$ cat config.mk
export PLATFORM = sky130hd
export DESIGN_NAME = clock_edge_gen
export DESIGN_NICKNAME = d
export VERILOG_FILES = /design/src/rtl/clock_edge_gen.sv
export SDC_FILE = /design/constraint.sdc
export NUM_CORES = 1
export LEC_CHECK = 0
export CAP_MARGIN = 20
export CORE_UTILIZATION = 40
export DETAILED_ROUTE_END_ITERATION = 8
export GPL_TIMING_DRIVEN = 0
export PLACE_DENSITY = 0.64
export SLEW_MARGIN = 15
export SYNTH_ARGS = -nofsm -noshare
export SYNTH_HDL_FRONTEND = slang
export SYNTH_SLANG_ARGS = --single-unit
$ cat constraint.sdc
create_clock -name clk -period 3.5 [get_ports clk]
set_input_delay 0.525 -clock clk [delete_from_list [all_inputs] [get_ports clk]]
set_output_delay 0.525 -clock clk [all_outputs]
set_load 0.01 [all_outputs]
$ cat src/rtl/clock_edge_gen.sv
// clock_edge_gen: slow CPU clock level plus one-cycle rise/fall strobes, with run, step and halt control.
// Build option: define CLKGEN_HALT_SYNC_EN to let halt act only at the end of a full period.
module clock_edge_gen #(
    parameter int CNT_W = 8
) (
    input  logic             clk,
    input  logic             rst_n,
    input  logic             run_i,
    input  logic             step_i,
    input  logic             halt_i,
    input  logic [CNT_W-1:0] half_period_i,
    output logic             cpu_clk_o,
    output logic             rise_o,
    output logic             fall_o,
    output logic             busy_o
);

    typedef enum logic [1:0] {
        ST_IDLE = 2'd0,
        ST_HIGH = 2'd1,
        ST_LOW  = 2'd2
    } state_e;

    localparam logic [CNT_W-1:0] CNT_ONE = {{(CNT_W-1){1'b0}}, 1'b1};

    state_e           state_q, state_d;
    logic [CNT_W-1:0] cnt_q, cnt_d;
    logic             pend_q, pend_d;
    logic             clk_q, clk_d;
    logic             rise_q, rise_d;
    logic             fall_q, fall_d;
    logic             freeze;
    logic             step_req;

    always_ff @(posedge clk or negedge rst_n) begin
        if (!rst_n) begin
            state_q <= ST_IDLE;
            cnt_q   <= '0;
            pend_q  <= 1'b0;
            clk_q   <= 1'b0;
            rise_q  <= 1'b0;
            fall_q  <= 1'b0;
        end else begin
            state_q <= state_d;
            cnt_q   <= cnt_d;
            pend_q  <= pend_d;
            clk_q   <= clk_d;
            rise_q  <= rise_d;
            fall_q  <= fall_d;
        end
    end

    always_comb begin
        state_d = state_q;
        cnt_d   = cnt_q;
        pend_d  = pend_q;
`ifdef CLKGEN_HALT_SYNC_EN
        freeze  = 1'b0;
`else
        freeze  = halt_i;
`endif
        // Steps are only queued in step mode; in free-run they are meaningless.
        step_req = step_i & ~run_i;
        case (state_q)
            ST_IDLE: begin
                if (halt_i) begin
                    pend_d = pend_q | step_req;
                end else if (run_i || step_i || pend_q) begin
                    state_d = ST_HIGH;
                    cnt_d   = half_period_i;
                    pend_d  = 1'b0;
                end
            end
            ST_HIGH: begin
                pend_d = pend_q | step_req;
                if (!freeze) begin
                    if (cnt_q != '0) begin
                        cnt_d = cnt_q - CNT_ONE;
                    end else begin
                        state_d = ST_LOW;
                        cnt_d   = half_period_i;
                    end
                end
            end
            ST_LOW: begin
                pend_d = pend_q | step_req;
                if (!freeze) begin
                    if (cnt_q != '0) begin
                        cnt_d = cnt_q - CNT_ONE;
                    end else if ((run_i || pend_q) && !halt_i) begin
                        state_d = ST_HIGH;
                        cnt_d   = half_period_i;
                        pend_d  = 1'b0;
                    end else begin
                        state_d = ST_IDLE;
                    end
                end
            end
            default: state_d = ST_IDLE;
        endcase
    end

    // Strobes mark state changes only, so a frozen phase never re-issues an edge.
    always_comb begin
        clk_d  = (state_d == ST_HIGH);
        rise_d = (state_d == ST_HIGH) && (state_q != ST_HIGH);
        fall_d = (state_d == ST_LOW) && (state_q == ST_HIGH);
    end

    assign cpu_clk_o = clk_q;
    assign rise_o    = rise_q;
    assign fall_o    = fall_q;
    assign busy_o    = (state_q != ST_IDLE);

endmodule

Word level (Yosys, flattened, before mapping). Cells that the tools add are included.

Register bits: 14. Latch bits: 0. RAM bits: 0. Memory bits (read-only): 0. Input bits: 13. Output and inout port bits: 4. Logic and storage cells: 56. Memories kept: 0.

Add/subtract/negate cells: 1. Multiply operators: 0. Div/mod/pow operators: 0. Order comparisons: 0. Equal/unequal tests: 11. Shifts and indexed selects: 0. Multiplexer cells: 22. Bitwise logic cells: 3. Reductions and logical operators: 13.

Operators by type and width (count): 8-bit 2-to-1 mux (7); 8-bit one-hot mux with 3 select lines (1); 2-bit 2-to-1 mux (6); 2-bit inequality test, second input constant (4); 8-bit nonzero test (1); 8-bit by 1-bit subtractor with 8-bit output, second input constant (1); 1-bit 2-to-1 mux (6); 3-bit inequality test, second input constant (2); 2-bit one-hot mux with 3 select lines (1); 6-bit AND reduction (1); 2-bit by 1-bit equality test with 1-bit output, second input constant (2); 2-bit equality test, second input constant (2); 1-bit logical AND (3); 1-bit logical OR (3); 1-bit one-hot mux with 3 select lines (1); 3-bit nonzero test (1); 2-bit logical NOT (1); 2-bit by 1-bit inequality test with 1-bit output, second input constant (1); 2-bit AND reduction (1); 2-bit nonzero test (1); 1-bit bitwise AND (1); 1-bit logical NOT (1); 1-bit NOT (1); 1-bit OR (1).

Longest topological paths before layout.
Depth in word-level cells: 8. Depth in mapped cells: 6. Mapped depth without buffers: 6.

Worst setup path before layout. Ideal clock, no wire load.

Path type: register to register. From: reg cnt_q[0]. To: reg clk_q, in the netlist cpu_clk_o. Setup time: 0.111 ns. Arrival: 1.968 ns. Required time: 3.389 ns. Path slack: 1.421 ns. Stages on the path, launching flop included: 7. Buffers on the path: 0. Clock period less this slack: 2.079 ns. Path through: dfrtp_1 inv_1 ha_1 or3b_1 nor3_4 mux2_2 a2111oi_2.

Longest elaborated chain between the ends: 5. Elaborated cells on any way between the ends: 7. Classes of those cells: 1 x eq/ne; 5 x mux; 1 x reduce/logical.

RTL lines: start, declared (line 27) `logic [CNT_W-1:0] cnt_q, cnt_d;`; start signal, assigned (line 45) `cnt_q <= cnt_d;`; 8-bit nonzero test * (line 77, 88); 2-bit 2-to-1 mux, on equally long branches (line 88, 77); 2-bit 2-to-1 mux, on equally long branches (line 87, 76); 2-bit one-hot mux with 3 select lines * (line 64) `case (state_q)`; 2-bit by 1-bit equality test with 1-bit output * (line 105) `clk_d = (state_d == ST_HIGH);`; net clk_d (line 29) `logic clk_q, clk_d;`; end signal, assigned (line 47) `clk_q <= clk_d;`; end, declared (line 29).

The timed path passes the listed nets; every way through them passes the cells marked *. A chain may end at the register's enable or synchronous reset.

Worst setup path in the final report.
From: reg cnt_q[0]. To: reg rise_q, in the netlist rise_o.

Longest elaborated chain between the ends: 6. Elaborated cells on any way between the ends: 8. Classes of those cells: 1 x eq/ne; 5 x mux; 2 x reduce/logical.

RTL lines: 8-bit nonzero test * (line 77, 88); 2-bit 2-to-1 mux, on equally long branches (line 88, 77); 2-bit 2-to-1 mux, on equally long branches (line 87, 76); 2-bit one-hot mux with 3 select lines * (line 64); 2-bit by 1-bit equality test with 1-bit output * (line 106) `rise_d = (state_d == ST_HIGH) && (state_q != ST_HIGH);`; 1-bit logical AND * (line 106); net rise_d (line 30) `logic rise_q, rise_d;`; end signal, assigned (line 48) `rise_q <= rise_d;`; end, declared (line 30).

Marks and branches as above.

==> impl_metrics.tcl <==
set metrics [dict create \
    outcome "completed" \
    drt-wirelength-per-cell_um 14.93 \
    clkSlewWorstSetupHoldPaths_ns 0.09 \
    worstSkewPairLatency_ns 0.28 \
    finalPower_mw 0.9454 \
    worst_hold_path_type "reg -> reg" \
    fin_nets 145 \
    critPathArrivalTime_ns 2.45 \
    antenna_found_initial 0 \
    yosysWarningCount 0 \
    worst-r2r-setup-slack_ns 1.22 \
    endpoint_type_of_the_worst_setup_path "register" \
    dr_wl_met2_mm 1.069 \
    drv_cap 0 \
    start_kind "register" \
    crit-reg2reg-launch "cnt_q[0]$_DFFE_PN0P_" \
    classification_of_the_worst_setup_path "reg -> reg" \
    grt_overflow 0 \
    max-clock-path-buffers 2 \
    synthArstFlopShare 1.000 \
    netlist_area_um2 994.7 \
    timing.hold.worst.start "cnt_q[1]$_DFFE_PN0P_" \
    finalWeightedCongestion 0.8046 \
    standard_cell_row_count 17 \
    synth_enable_flop_cells 0 \
    cts_buffers 3 \
    post-route-drc-count 0 \
    routed_wl_mm 2.299 \
    final_report_hold_violation_count 0 \
    layout-drive-gt1-share 0.08730 \
    pnr_worst_setup_slack_ns 1.222 \
    stdcell_area_um2 1226 \
    total_inserted_antenna_cells 0 \
    number_of_buffers_inserted_by_port_buffering 16 \
    report.final.setup_viol 0 \
    ys_dominant_reg_cell "sky130_fd_sc_hd__dfrtp_1" \
    detailedRoute.firstPassIterationCount 4 \
    slew_headroom 0.4334 \
    area_growth_syn_to_fin_pct 23.27 \
    cts-hold-fix-buffers 0 \
    post-dp-hpwl_mm 1.744 \
    synthesis.nets 124 \
    max_stage_delay_ns 0.48 \
    number_of_h_tree_levels 1 \
    design.core.area_um2 2276 \
    period_share 0.6508 \
    syn_avg_cell_area_um2 9.384 \
    num_vias 925 \
    max_freq_mhz 439.0 \
    global_route.usage.total 0.1956 \
    powerDensity_nw_per_um2 771.0 \
    synth-seq-cells 14 \
    r2r-end "rise_o$_DFF_PN0_" \
    fp.dieH_um 51.87 \
    netlist-cell-type-count 42 \
    whs_endpoint "cnt_q[1]$_DFFE_PN0P_" \
    tritoncts "built" \
    grt_first_pass_wirelength_mm 3.850 \
    floorplan.initialDensity 0.4371 \
    nFillCells 212 \
    measured_slew_at_the_worst_slew_check_pin_ns 0.8385 \
    cp_max_fo 5 \
    synth_cells 106 \
    power.static_leakage_nw 0.4853 \
    worst_path_cell_with_the_longest_stage_delay "sky130_fd_sc_hd__or3b_1" \
    yosysSeqAreaShare 0.3522 \
    critical_path_required_ns 3.67 \
    route.layer.met1.wl_mm 1.118 \
    cts_setup_buffers 0 \
    final_max_slew_viol_count 0 \
    minimum_clock_period_after_layout_ns 2.278 \
    drt-vias-per-instance 6.006 \
    chipWidth_um 51.87 \
    finClkSkew_ns 0.0003421 \
    worstHoldPathCells 2 \
    placement.cell_area_um2 1190 \
    met3RoutedLength_um 93 \
    setup_tns_ns 0 \
    critical_path.cell_chain "inv_1, ha_1, or3b_1, nor3_4, mux2_2, a2111oi_2" \
    clock_tree.root_cell "sky130_fd_sc_hd__clkbuf_4" \
    die_ar_um2 2690 \
    drtAntennaViolNets 0 \
    vdd.ir_drop.worst_mv 0.3406 \
    unrepaired_setup_endpoints_after_global_routing "no" \
    top_layer_used "met4" \
    quantity_of_gates_resized_following_cts 0 \
    boundary_pins 17 \
    finalCoreUtilization 0.5388 \
    place_ws_ns 0.9350 \
    pin_count_of_the_biggest_net_entering_global_routing 15 \
    initialDrtViolationCount 25 \
    first_global_vias 885 \
    worstRegToRegCells 6 \
    cts.sink_count 14 \
]
[worst max-delay path, delay by kind of cell (launching register included)]
kind / cells / cell delay [ns]
compound gates: 1 / 0.30
flops: 1 / 0.38
mux: 1 / 0.41
fa+ha+maj: 1 / 0.21
buf+inv: 1 / 0.10
simple gates: 2 / 0.77
[registers in the layout (all words and copies together), names as in the netlist]
| signal | flops |
|---|---|
| state_q | 2 |
| pend_q | 1 |
| fall_o | 1 |
| rise_o | 1 |
| cnt_q | 8 |
| cpu_clk_o | 1 |
[synth_stat cells, types with 2 or more instances]
cell | n | area (um2)
sky130_fd_sc_hd__nand4_1 | 2 | 12.51
sky130_fd_sc_hd__dfrtp_1 | 14 | 350.3
sky130_fd_sc_hd__o32ai_1 | 3 | 26.28
sky130_fd_sc_hd__ha_1 | 5 | 62.56
sky130_fd_sc_hd__inv_1 | 9 | 33.78
sky130_fd_sc_hd__nand2_1 | 7 | 26.28
sky130_fd_sc_hd__o21a_1 | 2 | 15.01
sky130_fd_sc_hd__a2111oi_2 | 2 | 30.03
sky130_fd_sc_hd__a2bb2oi_1 | 4 | 35.03
sky130_fd_sc_hd__o21ai_1 | 3 | 15.01
sky130_fd_sc_hd__nor2_1 | 5 | 18.77
sky130_fd_sc_hd__a21oi_1 | 6 | 30.03
sky130_fd_sc_hd__nor3_1 | 3 | 15.01
sky130_fd_sc_hd__o21ai_0 | 6 | 30.03
sky130_fd_sc_hd__mux2i_1 | 3 | 30.03
sky130_fd_sc_hd__nand3_1 | 3 | 15.01
sky130_fd_sc_hd__nor4_1 | 2 | 12.51
sky130_fd_sc_hd__a221oi_1 | 3 | 26.28
[routing by layer]
metal,global-route usage,vias to the layer above
li1,-,463
met1,0.2554,441
met2,0.3056,19
met3,0.03216,2
met4,0.1036,0
met5,0,-
[kinds of logic (layout without fill, tap and decap cells)]
kind of cell | Yosys count | after routing | synth area share
compound gates | 40 | 40 | 0.2994
simple gates | 33 | 33 | 0.2063
flops | 14 | 14 | 0.3522
buf+inv | 10 | 30 | 0.03773
fa+ha+maj | 5 | 5 | 0.06289
mux | 4 | 4 | 0.04151
[area by class of cell]
cell class	instances	area, um2	share of cell area
plain buffers	1	3.754	0.003061
clock buffers	4	36.28	0.02959
inverters	9	33.78	0.02755
multi-input cells	82	606.8	0.4949
flip-flops and latches	14	350.3	0.2857
well taps	28	35.03	0.02857
repair buffers	16	160.2	0.1306
[power by group]
part / leakage [nW] / switching [mW] / internal (mW)
sequential: 0.168 / 0.0732 / 0.233
combinational: 0.296 / 0.275 / 0.245
clock: 0.0210 / 0.0557 / 0.0633
[metrics by stage]
| stage | std cells | hold WS [ns] |
|---|---|---|
| floorplan | 106 | 0.2294 |
| detailed placement | 150 | 0.5560 |
| global route | 154 | 0.6055 |
| finish | 154 | 0.5708 |
| CTS | 154 | 0.5691 |
| global placement | 150 | 0.5554 |
[cells in the final DEF (no fill, tap or decap), drive strengths merged, types with 2 or more instances in the layout]
cell type / n
dfrtp: 14
a21oi: 6
o32ai: 3
ha: 5
clkbuf: 5
mux2i: 3
o21ai: 9
a2bb2oi: 4
nand2: 7
o21a: 2
clkdlybuf4s50: 16
nor4: 2
nand4: 2
nor2: 5
nor3: 4
nand3: 3
inv: 9
a221oi: 3
a2111oi: 3
[how the worst max path moves through the flow]
stage,cells after the start,start,end
after floorplan,6,cnt_q[0]$_DFFE_PN0P_,cpu_clk_o$_DFF_PN0_
after detailed placement,5,halt_i,cnt_q[2]$_DFFE_PN0P_
after global placement,5,halt_i,cnt_q[6]$_DFFE_PN0P_
final,6,cnt_q[0]$_DFFE_PN0P_,rise_o$_DFF_PN0_
after global routing,6,state_q[1]$_DFF_PN0_,cnt_q[6]$_DFFE_PN0P_
after CTS,6,cnt_q[0]$_DFFE_PN0P_,rise_o$_DFF_PN0_
No activity file was read; power rests on OpenSTA's default activity.
